File: src/rtl/rom_sync_lut_pkg.sv
// Shared types and fixed contents for the rom_sync_lut constant table.
package rom_sync_lut_pkg;

  localparam int ADDR_W = 8;
  localparam int DATA_W = 8;
  localparam int IDX_W  = 3;
  localparam int DEPTH  = 2 ** IDX_W;

  typedef logic [DATA_W-1:0] rom_word_t;
  typedef logic [IDX_W-1:0]  rom_idx_t;

  // Fixed table contents, index 0 first.
  localparam rom_word_t ROM_TABLE [DEPTH] = '{
    8'h3C, 8'hA5, 8'h0F, 8'hF0, 8'h55, 8'hAA, 8'h81, 8'h7E
  };

  // Every index is populated, so the lookup can never return X.
  function automatic rom_word_t rom_lookup(input rom_idx_t idx);
    return ROM_TABLE[idx];
  endfunction

endpackage

File: src/rtl/rom_out_reg.sv
// DATA_W-wide output register with asynchronous active-high clear.
module rom_out_reg
  import rom_sync_lut_pkg::*;
(
  input  logic              clk,
  input  logic              rst,
  input  logic [DATA_W-1:0] d,
  output logic [DATA_W-1:0] q
);

  // Capture on every rising edge; reset clears immediately.
  always_ff @(posedge clk or posedge rst) begin
    if (rst) q <= '0;
    else     q <= d;
  end

endmodule

File: src/rtl/rom_sync_lut.sv
// Synchronous 8-entry constant lookup table with registered output.
// Only address[IDX_W-1:0] selects a word; upper address bits alias.
// Build option: define ROM_OUT_PIPE_EN for a second output register
// stage (2-cycle latency). Default build has 1-cycle latency.
module rom_sync_lut
  import rom_sync_lut_pkg::*;
(
  input  logic              clk,
  input  logic              rst,
  input  logic [ADDR_W-1:0] address,
  output logic [DATA_W-1:0] data
);

  rom_idx_t  idx;
  rom_word_t lut_word;
  logic      unused_addr_hi;

  assign idx            = address[IDX_W-1:0];
  assign unused_addr_hi = ^address[ADDR_W-1:IDX_W];

  // Combinational table decode; maps to LUTs or a small ROM.
  always_comb begin
    lut_word = rom_lookup(idx);
  end

`ifdef ROM_OUT_PIPE_EN
  rom_word_t stage1;

  rom_out_reg u_out_reg0 (
    .clk (clk),
    .rst (rst),
    .d   (lut_word),
    .q   (stage1)
  );

  rom_out_reg u_out_reg1 (
    .clk (clk),
    .rst (rst),
    .d   (stage1),
    .q   (data)
  );
`else
  rom_out_reg u_out_reg0 (
    .clk (clk),
    .rst (rst),
    .d   (lut_word),
    .q   (data)
  );
`endif

endmodule

File: config.mk
export PLATFORM = sky130hd
export DESIGN_NAME = rom_sync_lut
export DESIGN_NICKNAME = d
export VERILOG_FILES = /design/src/rtl/rom_sync_lut_pkg.sv /design/src/rtl/rom_out_reg.sv /design/src/rtl/rom_sync_lut.sv
export SDC_FILE = /design/constraint.sdc
export NUM_CORES = 1
export LEC_CHECK = 0
export ABC_AREA = 1
export BUFFER_PORTS_ARGS = -buffer_cell sky130_fd_sc_hd__clkbuf_2
export CORE_AREA = 2 2 39 41
export CTS_CLUSTER_SIZE = 28
export DETAILED_ROUTE_END_ITERATION = 7
export DIE_AREA = 0 0 41 43
export GPL_TIMING_DRIVEN = 0
export PLACE_DENSITY = 0.49
export SYNTH_ARGS = -nofsm -noshare
export SYNTH_HDL_FRONTEND = slang
export SYNTH_SLANG_ARGS = --single-unit
File: constraint.sdc
create_clock -name clk -period 1.23 [get_ports clk]
set_clock_uncertainty 0.2 [all_clocks]
set_input_delay 0.123 -clock clk [delete_from_list [all_inputs] [get_ports clk]]
set_output_delay 0.123 -clock clk [all_outputs]
set_load 0.05 [all_outputs]
==> impl_metrics.csv, run 1 <==
group,metric,value,unit
sta,clock.fmax,860,MHz
synth,synth_simple_gate_area_share,0.158,
route,avgRoutedWirePerCell,7.61,um
clock_tree,cts_tree,"yes",
sta,timing.final.crit_share,0.945,
global_routing,overflow,0,
synth,combinational_family_with_the_most_area_after_synthesis,"simple AND/OR/NAND/NOR gates",
placement,global_placement_routability_congestion,0.728,
global_routing,grt_pass1_wl,779,um
worst_setup_path,crit_slowest_cell,"dfrtp_1",
sta,report.final.hold_viol_count,0,
power_and_ir_drop,comb_power_share,0.259,
layout,largest_register_ffs,8,
layout,largest-register,"u_out_reg0.q",
power_and_ir_drop,power.share.clock,0.285,
sta,worst_slew_margin_rel,0.818,
power_and_ir_drop,switching_share,0.318,
layout,diodes,0,
die,die_width,41,um
die,die_area,1760,um2
hold_path,hp-class,"in2reg",
clock_tree,cts.reportedPaths.clkPinSlew,0.05,ns
outcome,run_status,"finished clean",
synth,synthesized_area_fraction_occupied_by_adder_cells,0.151,
layout,commonest_cells_after_routing_fill_and_taps_aside,"14 x nand2_1, 12 x clkbuf_2, 8 x dfrtp_1, 4 x ha_1",
synth,synthesis.area_per_instance,10.0,um2
sta,report.final.slew_viol_count,0,
layout,mostFrequentLayoutCell,"nand2_1",
worst_setup_path,setup.worst_path.class,"reg2out",
synth,synth_compound_area_frac,0.0302,
sta,timing.hold.ws,0.0351,ns
synth,cell_area_synth,332,um2
die,die_height,43,um
sta,setup_total_neg_slack,0,ns
job,cap_viol_max_count,0,
clock_tree,clock_sink_count,8,
synth,synth.lib_cells_used.distinct,7,
synth,synthesis.nets,47,
worst_setup_path,cp_cell_sequence,"clkbuf_2",
power_and_ir_drop,pwr-share-seq,0.456,
clock_tree,root_buffer,"clkbuf_4",
power_and_ir_drop,power-per-cell-area,1380,nW/um2
layout,area.growth.synth_to_final,40.0,%
global_routing,antenna_found_initial,0,
power_and_ir_drop,total_switching_power,0.204,mW
clock_tree,post-cts-setup-buffer-count,0,
worst_setup_path,critical-path-max-stage-delay,0.33,ns
route,avgViaCountPerCell,3.88,
placement,place.detailed.hpwl,424,um
global_routing,grt_max_degree,9,
sta,final_critical_delay_including_setup_and_external_delays,1.16,ns
worst_setup_path,critPathLaunchType,"flip-flop",
route,routed_antenna_nets,0,
die,core-area,1380,um2
route,first_iter_violations,1,
worst_setup_path,timing.critical_path.buf_inv,1,
sta,tightestPinTransition,0.273,ns
synth,synth_mux_area_frac,0,
clock_tree,cts_max_level,1,
route,postRouteWirelength,510,um
die,placementRows,14,
placement,placement.io_buffers,12,
worst_setup_path,timing.critical_path.max_delay_family,"flip-flops",
route,drt_drc_violations_left,0,
worst_setup_path,critical_path_required,0.91,ns
synth,xor_and_xnor_area_share_after_synthesis,0,
die,io_pins,18,
sta,grt_setup_unrepaired,"no",
route,vias,260,
worst_setup_path,end_kind,"output pin",
layout,reg.largest.list,"u_out_reg0.q (8)",
sta,setup_viol_count_final,0,
power_and_ir_drop,power_consumption,0.641,mW
worst_setup_path,crit_arrival,0.84,ns
synth,ys_ff_latch,8,
layout,drive_above_1_share,0.314,
route,dr.pass1.iters,2,
clock_tree,max-clock-path-buffers,2,
power_and_ir_drop,irDropWorstVdd,0.000307,V
die,floorplan.initialDensity,0.240,
power_and_ir_drop,p_int,0.437,mW
global_routing,grt_pass1_vias,223,
layout,nNetsFinal,67,
power_and_ir_drop,p_leak,0.269,nW
synth,ys_warns,0,
worst_setup_path,cp_max_fo,1,
synth,yosysSeqAreaShare,0.604,
synth,post_synth_inst_count,33,
global_routing,globalRouteTotalUtil,0.0709,
clock_tree,cts_made_buffers,3,
-- tightest hold or removal path, delay by kind of cell --
family                 cells  cell delay [ns]
buffers and inverters      2             0.20
and+or+nand+nor            2             0.11
-- cell usage after synthesis, drive strengths merged --
cell type	instances	share of area
dfrtp	8	0.60
nand2	14	0.16
ha	4	0.15
inv	4	0.045
clkbuf	1	0.011
o21ai	2	0.030
-- metrics by stage --
step	utilization	instances	instance area [um2]	worst slack (ns)
floorplan	-	33	332	0.278
global placement	0.297	61	412	0.0424
detailed placement	0.297	61	412	0.0436
CTS	0.335	67	464	0.0486
global route	0.335	67	464	0.0324
finish	0.335	67	464	0.0677
-- kinds of logic after synthesis --
family | count (synthesis)
AOI/OAI and AO/OA | 2
DFF | 8
and+or+nand+nor | 14
buffers and inverters | 5
adders and majority gates | 4
-- power by group through the flow --
stage / logic [mW] / clock network [mW] / registers [mW]
floorplan: 0.0319 / 0 / 0.383
global route: 0.180 / 0.204 / 0.294
CTS: 0.168 / 0.194 / 0.292
finish: 0.166 / 0.182 / 0.292
global placement: 0.160 / 0 / 0.296
detailed placement: 0.160 / 0 / 0.297
-- routing by layer --
layer | vias up | track usage | share of wire
met3 | 2 | 0.0157 | 0.086
met2 | 10 | 0.109 | 0.53
met4 | 0 | 0.100 | 0.024
li1 | 136 | - | -
met5 | - | 0 | 0
met1 | 112 | 0.0563 | 0.36
-- cell type report --
type | count | area (um2)
flip-flops and latches | 8 | 200
well taps | 16 | 20.0
repair buffers | 15 | 90.1
clock buffers | 3 | 22.5
fillers | 141 | 920
inverters | 4 | 15.0
multi-input cells | 20 | 113
plain buffers | 1 | 3.75
-- repair_timing --
item                      in CTS  in global routing
hold endpoints to repair      14                  0
gates resized for setup        0                  0
hold buffers                   3                  0
-- path summary, 6_finish.rpt --
| check | from | end | cells past startpoint |
|---|---|---|---|
| min in group asynchronous | rst | u_out_reg0.q[3]$_DFF_PP0_ | 3 |
| hold / removal | address[0] | u_out_reg0.q[0]$_DFF_PP0_ | 4 |
| setup / recovery | u_out_reg0.q[5]$_DFF_PP0_ | data[5] | 1 |
| max in group asynchronous | rst | u_out_reg0.q[5]$_DFF_PP0_ | 3 |
Power figures use the tool's default switching activity.
==> run 2, diff against run 1 <==
Settings changed: CTS_BUF_LIST from default to sky130_fd_sc_hd__clkbuf_16, RECOVER_POWER from default to 50.
==> run 2 against run 1 <==
  * Via count fell by 1.9%
  * Clock power grew to 2.9 times the previous value
  * Die area stayed put
  * Combinational power about the same
  * Worst setup slack better by 0.019 ns
  * Clock-buffer cell count stayed put
  * Flip-flop and latch count is the same
  * Global-route usage unchanged
  * Sequential share of layout area decreased by 4.3 points
  * Non-clock buffer count unchanged
  * Hold slack better by 0.010 ns
  * Core utilization grew 3.7 points
  * Largest power group is now the clock network
  * Highest routed layer unchanged
==> impl_metrics.csv, run 2 (synthesized netlist as in run 1, its figures left out) <==
group,metric,value,unit
route,dr.pass1.iters,1,
sta,grt_setup_unrepaired,"no",
placement,global_placement_routability_congestion,0.728,
sta,tightestPinTransition,0.273,ns
worst_setup_path,crit_slowest_cell,"dfrtp_1",
power_and_ir_drop,power_consumption,0.981,mW
power_and_ir_drop,total_switching_power,0.238,mW
layout,multi_input_logic_area,113,um2
layout,largest_register_ffs,8,
placement,placement.io_buffers,12,
clock_tree,post-cts-setup-buffer-count,0,
global_routing,grt_pass1_vias,220,
power_and_ir_drop,p_leak,0.290,nW
worst_setup_path,cp_max_fo,1,
placement,preCtsSetupSlack,0.0436,ns
sta,worst_slack,0.0866,ns
sta,timing.final.crit_share,0.930,
worst_setup_path,cp_cell_sequence,"clkbuf_2",
route,drt_drc_violations_left,0,
worst_setup_path,end_kind,"output pin",
layout,diodes,0,
global_routing,overflow,0,
clock_tree,max-clock-path-buffers,2,
die,placementRows,14,
worst_setup_path,crit_end,"data[5]",
clock_tree,post_cts_resize_count,0,
sta,setup_viol_count_final,0,
power_and_ir_drop,irDropWorstVdd,0.000505,V
placement,detailed_place.area,412,um2
global_routing,globalRouteTotalUtil,0.0709,
layout,reg.largest.list,"u_out_reg0.q (8)",
worst_setup_path,timing.critical_path.buf_inv,1,
clock_tree,cts_made_buffers,3,
route,first_iter_violations,0,
worst_setup_path,timing.critical_path.max_delay_family,"flip-flops",
route,routed_antenna_nets,0,
sta,setup_total_neg_slack,0,ns
power_and_ir_drop,pwr-share-seq,0.299,
worst_setup_path,critical-path-max-stage-delay,0.32,ns
worst_setup_path,critPathLaunchType,"flip-flop",
power_and_ir_drop,switching_share,0.242,
sta,worst_slew_margin_rel,0.818,
route,postRouteWirelength,540,um
clock_tree,cts_tree,"yes",
global_routing,grt_pass1_wl,779,um
placement,place.detailed.hpwl,424,um
die,floorplan.initialDensity,0.240,
job,cap_viol_max_count,0,
die,die_area,1760,um2
power_and_ir_drop,p_int,0.743,mW
outcome,run_status,"finished clean",
clock_tree,clock_sink_count,8,
worst_setup_path,setup.worst_path.start,"u_out_reg0.q[5]$_DFF_PP0_",
sta,report.final.slew_viol_count,0,
route,avgViaCountPerCell,3.81,
die,io_pins,18,
clock_tree,cts.reportedPaths.clkPinSlew,0.03,ns
power_and_ir_drop,power.share.clock,0.533,
layout,n_fill_cell,132,
power_and_ir_drop,power-per-cell-area,1900,nW/um2
global_routing,antenna_found_initial,0,
route,vias,255,
layout,commonest_cells_after_routing_fill_and_taps_aside,"14 x nand2_1, 11 x clkbuf_2, 8 x dfrtp_1, 4 x inv_1, 4 x ha_1",
global_routing,grt_max_degree,9,
layout,area.growth.synth_to_final,55.5,%
worst_setup_path,crit_arrival,0.82,ns
layout,ff_latch_area,200,um2
hold_path,hp-class,"in2reg",
layout,postLayoutCellArea,515,um2
layout,drive_above_1_share,0.275,
die,core-area,1380,um2
layout,largest-register,"u_out_reg0.q",
clock_tree,root_buffer,"clkbuf_16",
worst_setup_path,critical_path_required,0.91,ns
die,die_width,41,um
die,die_height,43,um
sta,final_critical_delay_including_setup_and_external_delays,1.14,ns
layout,mostFrequentLayoutCell,"nand2_1",
power_and_ir_drop,comb_power_share,0.168,
sta,clock.fmax,875,MHz
worst_setup_path,setup.worst_path.class,"reg2out",
layout,nNetsFinal,67,
layout,postLayoutCoreUtil,0.373,
route,avgRoutedWirePerCell,8.06,um
worst_setup_path,crit_cells,1,
sta,report.final.hold_viol_count,0,
clock_tree,cts_max_level,1,
## run 2: cell counts in the layout (fill, tap and decap cells not counted)
No cell type changed its count.
## run 2: through the flow
step	hold slack (ns)	instances
after detailed placement	-0.148	61
after CTS	0.0191	67
after floorplan	-0.261	33
after global placement	-0.142	61
after global routing	0.0758	67
final	0.0453	67
## run 2: how the worst min path moves through the flow
stage / start / depth (start not counted) / slack [ns] / end
2_1_floorplan: rst / 1 / -0.26 / u_out_reg0.q[0]$_DFF_PP0_
3_3_place_gp: rst / 2 / -0.14 / u_out_reg0.q[4]$_DFF_PP0_
3_5_place_dp: rst / 2 / -0.15 / u_out_reg0.q[4]$_DFF_PP0_
4_1_cts: address[0] / 3 / 0.02 / u_out_reg0.q[3]$_DFF_PP0_
5_1_grt: address[0] / 3 / 0.08 / u_out_reg0.q[1]$_DFF_PP0_
6_report: address[0] / 3 / 0.05 / u_out_reg0.q[3]$_DFF_PP0_
## run 2: layer usage
layer | part of all wire | track usage | up-vias
met5 | 0 | 0 | -
met4 | 0.026 | 0.100 | 0
met3 | 0.085 | 0.0157 | 2
met2 | 0.51 | 0.109 | 10
met1 | 0.37 | 0.0563 | 109
li1 | - | - | 134
## run 2: what timing repair did
item	4_1_cts	5_1_grt
hold buffers	3	0
endpoints found under the setup margin	0	0
hold endpoints to repair	9	0
## run 2: layout make-up
class                   instances  area share
plain buffers                   1     0.00728
repair buffers                 15       0.172
multi-input cells              20       0.218
well taps                      16      0.0388
flip-flops and latches          8       0.388
inverters                       4      0.0291
clock buffers                   3       0.146
## run 2: power by group through the flow
stage | Sequential, mW | Clock [mW] | Combinational (mW)
floorplan | 0.383 | 0 | 0.0319
global route | 0.295 | 0.548 | 0.179
CTS | 0.294 | 0.534 | 0.168
global placement | 0.296 | 0 | 0.160
finish | 0.293 | 0.523 | 0.165
detailed placement | 0.297 | 0 | 0.160
==> run 3, diff against run 2 <==
Settings changed: PLACE_DENSITY 0.49 to 0.5.
Clock period 1.23 ns to 1 ns, I/O delays scaled along.
==> run 3 against run 2 <==
  * The run now ends with hold timing, setup timing left
  * Via count decreased by 3.1%
  * Design area increased by 14%
  * Critical path depth unchanged
  * Non-clock buffer count decreased by 2
  * Critical path type unchanged
  * Critical endpoint is now data[1]
  * Worst setup slack got worse by 0.14 ns
  * Clock power increased by 24%
==> impl_metrics.csv, run 3 (synthesized netlist as in run 1, its figures left out) <==
group,metric,value,unit
sta,tightestPinTransition,0.279,ns
clock_tree,max-clock-path-buffers,2,
job,cap_viol_max_count,0,
power_and_ir_drop,total_switching_power,0.307,mW
route,dr.pass1.iters,3,
route,drt_drc_violations_left,0,
die,core-area,1380,um2
sta,timing.final.crit_share,1.06,
layout,commonest_cells_after_routing_fill_and_taps_aside,"14 x nand2_1, 8 x buf_8, 8 x dfrtp_1, 4 x clkbuf_2",
layout,postLayoutCoreUtil,0.426,
route,vias,247,
power_and_ir_drop,power-per-cell-area,2170,nW/um2
global_routing,globalRouteTotalUtil,0.0826,
placement,placement.io_buffers,12,
power_and_ir_drop,power.share.clock,0.505,
placement,global_placement_routability_congestion,0.650,
sta,final_critical_delay_including_setup_and_external_delays,1.06,ns
worst_setup_path,crit_slowest_cell,"dfrtp_1",
sta,report.final.slew_viol_count,0,
clock_tree,root_buffer,"clkbuf_16",
layout,reg.largest.list,"u_out_reg0.q (8)",
layout,mostFrequentLayoutCell,"nand2_1",
worst_setup_path,end_kind,"output pin",
clock_tree,cts_max_level,1,
worst_setup_path,critical-path-max-stage-delay,0.38,ns
power_and_ir_drop,irDropWorstVdd,0.000565,V
clock_tree,cts.reportedPaths.clkPinSlew,0.04,ns
power_and_ir_drop,pwr-share-seq,0.291,
worst_setup_path,cp_max_fo,1,
power_and_ir_drop,comb_power_share,0.205,
route,postRouteWirelength,531,um
clock_tree,post-cts-setup-buffer-count,0,
layout,nNetsFinal,65,
power_and_ir_drop,p_leak,0.309,nW
layout,largest-register,"u_out_reg0.q",
global_routing,overflow,0,
sta,clock.fmax,947,MHz
clock_tree,clock_sink_count,8,
route,first_iter_violations,3,
worst_setup_path,cp_cell_sequence,"buf_8",
sta,grt_setup_unrepaired,"yes",
layout,area.growth.synth_to_final,77.7,%
global_routing,antenna_found_initial,0,
sta,report.final.hold_viol_count,5,
worst_setup_path,critical_path_required,0.70,ns
power_and_ir_drop,switching_share,0.240,
worst_setup_path,crit_cells,1,
clock_tree,cts_tree,"yes",
sta,worst_slack,-0.0555,ns
die,die_height,43,um
placement,placedCellCount,61,
layout,drive_above_1_share,0.347,
die,placementRows,14,
route,avgViaCountPerCell,3.80,
layout,final_instance_count_excl_fillers,65,
sta,setup_viol_count_final,8,
worst_setup_path,crit_arrival,0.76,ns
die,floorplan.initialDensity,0.240,
power_and_ir_drop,p_int,0.973,mW
route,routed_antenna_nets,0,
global_routing,grt_pass1_vias,256,
die,io_pins,18,
layout,largest_register_ffs,8,
global_routing,grt_max_degree,9,
layout,diodes,0,
global_routing,grt_pass1_wl,931,um
worst_setup_path,timing.critical_path.buf_inv,1,
worst_setup_path,setup.worst_path.class,"reg2out",
die,die_area,1760,um2
outcome,failed_checks,"hold timing, setup timing",
placement,place.detailed.hpwl,410,um
sta,worst_slew_margin_rel,0.814,
worst_setup_path,setup.worst_path.start,"u_out_reg0.q[1]$_DFF_PP0_",
clock_tree,cts_made_buffers,3,
worst_setup_path,timing.critical_path.max_delay_family,"flip-flops",
worst_setup_path,critPathLaunchType,"flip-flop",
route,avgRoutedWirePerCell,8.17,um
die,die_width,41,um
hold_path,hp-class,"in2reg",
sta,timing.hold.ws,-0.0502,ns
outcome,run_status,"finished with violations",
worst_setup_path,crit_end,"data[1]",
-- run 3: changes by cell type in the layout (fill, tap and decap cells not counted) --
cell | previous run | this run
buf_8 | 0 | 8
clkbuf_1 | 2 | 1
clkbuf_2 | 11 | 4
dlygate4sd3_1 | 3 | 1
ha_1 | 4 | 3
ha_4 | 0 | 1
inv_1 | 4 | 3
inv_2 | 0 | 1
-- run 3: area by class of cell --
type | count | area (um2)
Clock buffer | 3 | 75.1
Buffer | 1 | 3.75
Timing Repair Buffer | 13 | 150
Multi-Input combinational cell | 20 | 125
Inverter | 4 | 15.0
Fill cell | 130 | 795
Tap cell | 16 | 20.0
Sequential cell | 8 | 200
-- run 3: power groups by stage --
stage | logic [mW] | registers (mW) | clock network, mW
after floorplan | 0.0392 | 0.471 | 0
after global placement | 0.196 | 0.364 | 0
after detailed placement | 0.197 | 0.364 | 0
after CTS | 0.248 | 0.365 | 0.655
after global routing | 0.285 | 0.374 | 0.671
final | 0.262 | 0.372 | 0.646
-- run 3: repair_timing --
item,in CTS,in global routing
pin swaps,0,0
endpoints found under the hold margin,13,0
resized for setup,16,9
hold buffers,2,0
endpoints found under the setup margin,8,10
-- run 3: metal layers --
metal	global-route usage	wire length [um]	vias to the layer above
li1	-	-	130
met4	0.100	14	0
met3	0.0157	30	2
met5	0	0	-
met2	0.125	264	10
met1	0.0779	221	105
-- run 3: worst min path at each step --
stage	to	cells past startpoint	startpoint	slack, ns
floorplan	u_out_reg0.q[0]$_DFF_PP0_	1	rst	-0.28
global placement	u_out_reg0.q[6]$_DFF_PP0_	2	rst	-0.17
detailed placement	u_out_reg0.q[6]$_DFF_PP0_	2	rst	-0.17
CTS	u_out_reg0.q[0]$_DFF_PP0_	3	address[2]	-0.02
global route	u_out_reg0.q[7]$_DFF_PP0_	3	address[0]	0.006
finish	u_out_reg0.q[7]$_DFF_PP0_	3	address[0]	-0.05
-- run 3: per-stage QoR --
stage / instance area (um2) / setup slack [ns] / hold WS, ns / setup TNS (ns) / power (mW)
3_3_place_gp: 412 / -0.175 / -0.171 / -0.683 / 0.560
5_1_grt: 589 / -0.0698 / 0.00639 / -0.520 / 1.33
2_1_floorplan: 332 / 0.0707 / -0.284 / 0 / 0.510
6_report: 589 / -0.0555 / -0.0502 / -0.403 / 1.28
4_1_cts: 577 / -0.0656 / -0.0246 / -0.473 / 1.27
3_5_place_dp: 412 / -0.177 / -0.170 / -0.692 / 0.561
